<file path="src/rtl/guess_round_ctrl.sv">
// -----------------------------------------------------------------------------
// guess_round_ctrl
//   Round sequencer for the switch/button guessing game. A free-running 8-bit
//   LFSR supplies the target when a round starts. Guesses are sampled on a
//   submit pulse, compared one cycle later, and the round either ends in
//   WIN/LOSE or shows a higher/lower hint for HINT_CYCLES clocks before
//   accepting the next guess.
//
// Ports
//   clk, rst_n     clock, asynchronous active-low reset
//   start_i        1-cycle pulse, start a round (IDLE/WIN/LOSE only)
//   submit_i       1-cycle pulse, sample guess_i (GUESS only)
//   guess_i        guess from the switches
//   target_o       target of the current round
//   state_o        encoded FSM state (IDLE=0 GUESS=1 CHECK=2 HINT=3 WIN=4 LOSE=5)
//   tries_left_o   wrong guesses still allowed
//   hint_hi_o      last guess was below target
//   hint_lo_o      last guess was above target
//   win_o, lose_o  round result
//
// Handshake: start_i and submit_i are single-cycle strobes with no ready
//   signal; a strobe arriving in a state that does not accept it is dropped.
//
// Optional feature: define GUESS_TIMEOUT_EN to treat TIMEOUT_CYCLES clocks in
//   GUESS without a submit as a wrong guess.
// -----------------------------------------------------------------------------
module guess_round_ctrl #(
  parameter int WIDTH          = 4,
  parameter int MAX_TRIES      = 4,
  parameter int HINT_CYCLES    = 50_000_000,
  parameter int TIMEOUT_CYCLES = 500_000_000
) (
  input  logic             clk,
  input  logic             rst_n,
  input  logic             start_i,
  input  logic             submit_i,
  input  logic [WIDTH-1:0] guess_i,
  output logic [WIDTH-1:0] target_o,
  output logic [2:0]       state_o,
  output logic [3:0]       tries_left_o,
  output logic             hint_hi_o,
  output logic             hint_lo_o,
  output logic             win_o,
  output logic             lose_o
);

  localparam logic [2:0] S_IDLE  = 3'd0;
  localparam logic [2:0] S_GUESS = 3'd1;
  localparam logic [2:0] S_CHECK = 3'd2;
  localparam logic [2:0] S_HINT  = 3'd3;
  localparam logic [2:0] S_WIN   = 3'd4;
  localparam logic [2:0] S_LOSE  = 3'd5;

  localparam logic [3:0] TRIES_INIT = 4'(MAX_TRIES);
  localparam logic [7:0] LFSR_SEED  = 8'hA5;

  // Hint counter only needs to reach HINT_CYCLES-1.
  localparam int             HW        = $clog2(HINT_CYCLES);
  localparam logic [HW-1:0]  HINT_LAST = HW'(HINT_CYCLES - 1);

  logic [2:0]       state_q,  state_d;
  logic [7:0]       lfsr_q,   lfsr_d;
  logic [WIDTH-1:0] target_q, target_d;
  logic [WIDTH-1:0] guess_q,  guess_d;
  logic [3:0]       tries_q,  tries_d;
  logic             hi_q,     hi_d;
  logic             lo_q,     lo_d;
  logic [HW-1:0]    hcnt_q,   hcnt_d;

`ifdef GUESS_TIMEOUT_EN
  localparam int            TW        = $clog2(TIMEOUT_CYCLES + 1);
  localparam logic [TW-1:0] TIME_LAST = TW'(TIMEOUT_CYCLES - 1);
  logic [TW-1:0] tcnt_q, tcnt_d;
`endif

  always_comb begin
    state_d  = state_q;
    target_d = target_q;
    guess_d  = guess_q;
    tries_d  = tries_q;
    hi_d     = hi_q;
    lo_d     = lo_q;
    // Counters run only in their own state and sit at zero elsewhere, so
    // every entry into HINT/GUESS starts counting from zero.
    hcnt_d   = (state_q == S_HINT) ? hcnt_q + 1'b1 : '0;
`ifdef GUESS_TIMEOUT_EN
    tcnt_d   = (state_q == S_GUESS) ? tcnt_q + 1'b1 : '0;
`endif

    // Fibonacci LFSR, taps 8,6,5,4 (maximal length). The zero check is a
    // lock-up guard only; a nonzero seed never reaches zero.
    lfsr_d = {lfsr_q[6:0], lfsr_q[7] ^ lfsr_q[5] ^ lfsr_q[4] ^ lfsr_q[3]};
    if (lfsr_d == 8'h00) lfsr_d = LFSR_SEED;

    case (state_q)
      S_IDLE, S_WIN, S_LOSE: begin
        if (start_i) begin
          state_d  = S_GUESS;
          target_d = lfsr_q[WIDTH-1:0];
          tries_d  = TRIES_INIT;
          hi_d     = 1'b0;
          lo_d     = 1'b0;
        end
      end
      S_GUESS: begin
        if (submit_i) begin
          state_d = S_CHECK;
          guess_d = guess_i;
          hi_d    = 1'b0;
          lo_d    = 1'b0;
        end
`ifdef GUESS_TIMEOUT_EN
        else if (tcnt_q == TIME_LAST) begin
          hi_d = 1'b0;
          lo_d = 1'b0;
          if (tries_q == 4'd1) begin
            tries_d = 4'd0;
            state_d = S_LOSE;
          end else begin
            tries_d = tries_q - 4'd1;
            state_d = S_HINT;
          end
        end
`endif
      end
      S_CHECK: begin
        if (guess_q == target_q) begin
          state_d = S_WIN;
        end else if (tries_q == 4'd1) begin
          tries_d = 4'd0;
          state_d = S_LOSE;
        end else begin
          tries_d = tries_q - 4'd1;
          hi_d    = (guess_q < target_q);
          lo_d    = (guess_q > target_q);
          state_d = S_HINT;
        end
      end
      S_HINT: begin
        if (hcnt_q == HINT_LAST) state_d = S_GUESS;
      end
      default: state_d = S_IDLE;
    endcase
  end

  always_ff @(posedge clk or negedge rst_n) begin
    if (!rst_n) begin
      state_q  <= S_IDLE;
      lfsr_q   <= LFSR_SEED;
      target_q <= '0;
      guess_q  <= '0;
      tries_q  <= TRIES_INIT;
      hi_q     <= 1'b0;
      lo_q     <= 1'b0;
      hcnt_q   <= '0;
`ifdef GUESS_TIMEOUT_EN
      tcnt_q   <= '0;
`endif
    end else begin
      state_q  <= state_d;
      lfsr_q   <= lfsr_d;
      target_q <= target_d;
      guess_q  <= guess_d;
      tries_q  <= tries_d;
      hi_q     <= hi_d;
      lo_q     <= lo_d;
      hcnt_q   <= hcnt_d;
`ifdef GUESS_TIMEOUT_EN
      tcnt_q   <= tcnt_d;
`endif
    end
  end

  assign target_o     = target_q;
  assign state_o      = state_q;
  assign tries_left_o = tries_q;
  assign hint_hi_o    = hi_q;
  assign hint_lo_o    = lo_q;
  assign win_o        = (state_q == S_WIN);
  assign lose_o       = (state_q == S_LOSE);

endmodule

</file>
<file path="config.mk">
export PLATFORM = sky130hd
export DESIGN_NAME = guess_round_ctrl
export DESIGN_NICKNAME = d
export VERILOG_FILES = /design/src/rtl/guess_round_ctrl.sv
export SDC_FILE = /design/constraint.sdc
export NUM_CORES = 1
export LEC_CHECK = 0
export ABC_AREA = 1
export CORE_UTILIZATION = 57
export CTS_BUF_LIST = sky130_fd_sc_hd__clkbuf_8 sky130_fd_sc_hd__clkbuf_16
export DETAILED_ROUTE_END_ITERATION = 10
export DONT_BUFFER_PORTS = 1
export MAX_ROUTING_LAYER = met4
export PLACE_DENSITY_LB_ADDON = 0.1
export SLEW_MARGIN = 30
export SYNTH_ARGS = -nofsm -noshare
export SYNTH_HDL_FRONTEND = slang
export SYNTH_SLANG_ARGS = --single-unit
</file>
<file path="constraint.sdc">
create_clock -name clk -period 4.1 [get_ports clk]
set_input_delay 0.41 -clock clk [delete_from_list [all_inputs] [get_ports clk]]
set_output_delay 0.41 -clock clk [all_outputs]
set_load 0.02 [all_outputs]
</file>
==> insert_results.sql <==
INSERT INTO impl_metrics (metric_group, metric, value, unit) VALUES
('final_layout', 'regArea', '1280', 'µm²'),
('sta', 'fin_crit_sh', '44.8', '%'),
('worst_setup_path', 'timing_worst_setup_path_type', 'register to register', ''),
('floorplanning', 'io_pins', '23', ''),
('synthesis', 'syn_avg_cell_area', '7.69', 'µm²'),
('floorplanning', 'die_width', '71.4', 'µm'),
('global_routing', 'via_count_of_the_first_global_routing_pass', '2244', ''),
('final_layout', 'stdcell_count', '413', ''),
('sta', 'fin_skew', '0.00421', 'ns'),
('final_layout', 'multiInputGateArea', '1230', 'µm²'),
('final_layout', 'insertedDiodeCount', '0', ''),
('worst_setup_path', 'arrival_time_at_the_worst_endpoint', '2.08', 'ns'),
('clock_network', 'count_of_instances_resized_after_the_clock_tree_is_built', '0', ''),
('worst_setup_path', 'reg2reg_to', 'state_o[0]', ''),
('clock_network', 'cts_tree', 'yes', ''),
('sta', 'fin_setup_tns', '0', 'ns'),
('synthesis', 'yosys.cell_types.count', '29', ''),
('detailed_routing', 'avgRoutedWirePerCell', '12.6', 'µm'),
('clock_network', 'cts_sinks', '51', ''),
('sta', 'achievable-frequency', '544', 'MHz'),
('final_layout', 'num-fill-cells', '391', ''),
('final_layout', 'post-route-util', '64.6', '%'),
('flow_run', 'timing.max_cap.violations', '0', ''),
('synthesis', 'netlist.area_leader.share', '42.0', '%'),
('synthesis', 'synth.top_cells.by_count', '83 x sky130_fd_sc_hd__nand2_1, 60 x sky130_fd_sc_hd__nor2_1, 46 x sky130_fd_sc_hd__dfrtp_1', ''),
('detailed_routing', 'detail_route.first_pass.iterations', '4', ''),
('sta', 'final_period_minus_worst_setup_slack', '1.84', 'ns'),
('worst_setup_path', 'worstSetupStartpointType', 'register', ''),
('synthesis', 'netlist_area', '2740', 'µm²'),
('clock_network', 'clockBufferDepth', '2', ''),
('sta', 'grt_setup_unrepaired', 'no', ''),
('detailed_routing', 'ant_nets', '0', ''),
('worst_setup_path', 'timing.reg2reg.worst_path_depth', '8', ''),
('global_routing', 'wire_length_of_the_first_global_routing_pass', '9.60', 'mm'),
('synthesis', 'syn-num-nets', '372', ''),
('final_layout', 'layout.cell_area.non_filler', '2910', 'µm²'),
('global_routing', 'grt.overflow.total', '0', ''),
('synthesis', 'yosysSeqAreaShare', '46.7', '%'),
('worst_setup_path', 'r2r_slack', '2.26', 'ns'),
('final_layout', 'drive_above_1_share', '12.2', '%'),
('synthesis', 'most_instantiated_library_cell_after_synthesis', 'sky130_fd_sc_hd__nand2_1', ''),
('place', 'hpwl', '3.94', 'mm'),
('detailed_routing', 'vias_per_cell', '5.18', ''),
('sta', 'timing.final.hold_violations', '0', ''),
('clock_network', 'clock_insertion_delay_worst_skew', '0.30', 'ns'),
('worst_setup_path', 'crit_path_capture_type', 'register', ''),
('sta', 'worst_slew_pin_slew', '0.429', 'ns'),
('sta', 'setup_viol', '0', ''),
('global_routing', 'grt_antenna_before_repair', '0', ''),
('power_and_ir_drop', 'power.leakage', '0.00140', 'µW'),
('clock_network', 'clockRootBuffer', 'sky130_fd_sc_hd__clkbuf_8', ''),
('worst_setup_path', 'rr_startpoint', 'state_o[0]', ''),
('final_layout', 'syn2layout_area_growth', '5.97', '%'),
('sta', 'worst_case_headroom_to_the_max_slew_limit', '71.3', '%'),
('synthesis', 'yosys_register_bits', '51', ''),
('place', 'gp_congestion', '0.853', ''),
('worst_setup_path', 'critical_path_required', '4.35', 'ns'),
('run_status', 'outcome', 'finished, final reports clean', ''),
('clock_network', 'cts.reportedPaths.clkPinSlew', '0.09', 'ns'),
('sta', 'final_max_slew_viol_count', '0', ''),
('place', 'place_inst', '403', ''),
('synthesis', 'post_synth_main_area_contributors', 'sky130_fd_sc_hd__dfrtp_1 42%, sky130_fd_sc_hd__nand2_1 11%, sky130_fd_sc_hd__nor2_1 8.2%', ''),
('min_path', 'holdCritStartpoint', 'guess_i[1]', ''),
('synthesis', 'synth_edf_count', '0', ''),
('floorplanning', 'floorplan.core_area', '4500', 'µm²'),
('clock_network', 'cts-buffers-inserted', '5', ''),
('min_path', 'classification_of_the_worst_slack_hold_path', 'input pin to register', ''),
('detailed_routing', 'routed_wl', '5.19', 'mm'),
('synthesis', 'postSynthCellCount', '357', ''),
('floorplanning', 'initial_core_util', '60.9', '%'),
('floorplanning', 'dieArea', '5100', 'µm²');
cell type report:
type | instances | area share, %
clock buffer | 5 | 2.37
tap | 52 | 2.24
sequential | 51 | 44.1
inverter | 53 | 6.84
clock inverter | 3 | 0.904
multi-input combinational | 247 | 42.3
timing repair buffer | 2 | 1.29
state kept, by name, summed over array words and instances, names as in the netlist:
register,count
guess_q,4
hcnt_q,26
hint_hi_o,1
hint_lo_o,1
lfsr_q,8
state_o,3
target_o,4
tries_left_o,4
where the power goes:
part / internal (µW) / switching (µW)
combinational: 181 / 320
clock: 126 / 174
sequential: 591 / 148
cell families (layout without fill, tap and decap cells):
group,after synthesis,in the layout,synth area share (%)
flops,51,51,46.7
mux,4,4,1.64
fa+ha+maj,7,7,3.19
simple gates,189,189,30.2
compound gates,42,42,8.12
xor+xnor,5,5,1.60
buf+inv,59,63,8.48
cells in the final DEF (no fill, tap or decap), drive strengths merged:
cell and instances:
nand2 90, nor2 69, inv 55, dfrtp 46, a21oi 20, nand3 18
o21ai 16, ha 7, nor3 5, clkbuf 5, dfstp 5, xnor2 4
mux2 4, nand4 3, o21a 3, nand3b 2, o22ai 2, nor4 1
nor3b 1, xor2 1, o21bai 1, clkinv 1, buf 1, dlygate4sd3 1
per-stage QoR:
step / total power [µW] / hold WS, ns / setup slack (ns)
6_report: 1540 / 0.248 / 2.26
5_1_grt: 1670 / 0.225 / 2.09
4_1_cts: 1560 / 0.232 / 2.27
3_5_place_dp: 1230 / 0.116 / 2.30
3_3_place_gp: 1210 / 0.116 / 2.38
2_1_floorplan: 1130 / 0.114 / 2.57
worst max-delay path, cell delays in order, from the launching register on:
cell	delay [ns]
sky130_fd_sc_hd__dfrtp_1	0.55
sky130_fd_sc_hd__inv_2	0.09
sky130_fd_sc_hd__nor2_1	0.13
sky130_fd_sc_hd__nand2_1	0.25
sky130_fd_sc_hd__inv_2	0.36
sky130_fd_sc_hd__nand2_1	0.16
sky130_fd_sc_hd__nand2_1	0.11
sky130_fd_sc_hd__nand2_1	0.05
sky130_fd_sc_hd__nand2_1	0.07
worst max path at each step:
stage / cells after the start / slack [ns] / endpoint / startpoint
floorplan: 10 / 2.57 / hint_hi_o / target_o[3]
detailed placement: 8 / 2.30 / state_o[0] / state_o[0]
global route: 8 / 2.09 / state_o[0] / state_o[0]
finish: 8 / 2.26 / state_o[0] / state_o[0]
global placement: 8 / 2.38 / state_o[0] / state_o[0]
CTS: 8 / 2.27 / state_o[0] / state_o[0]
per-layer routing:
| layer | global-route usage [%] | share of wire, % |
|---|---|---|
| met1 | 30.1 | 47 |
| met2 | 40.5 | 46 |
| met3 | 5.91 | 4.9 |
| met4 | 9.56 | 1.9 |
| met5 | - | 0 |
repair_timing:
item,in CTS,in global routing
setup endpoints to repair,0,0
hold buffers,2,0
endpoints found under the hold margin,51,0
No activity file was read; power rests on OpenSTA's default activity.
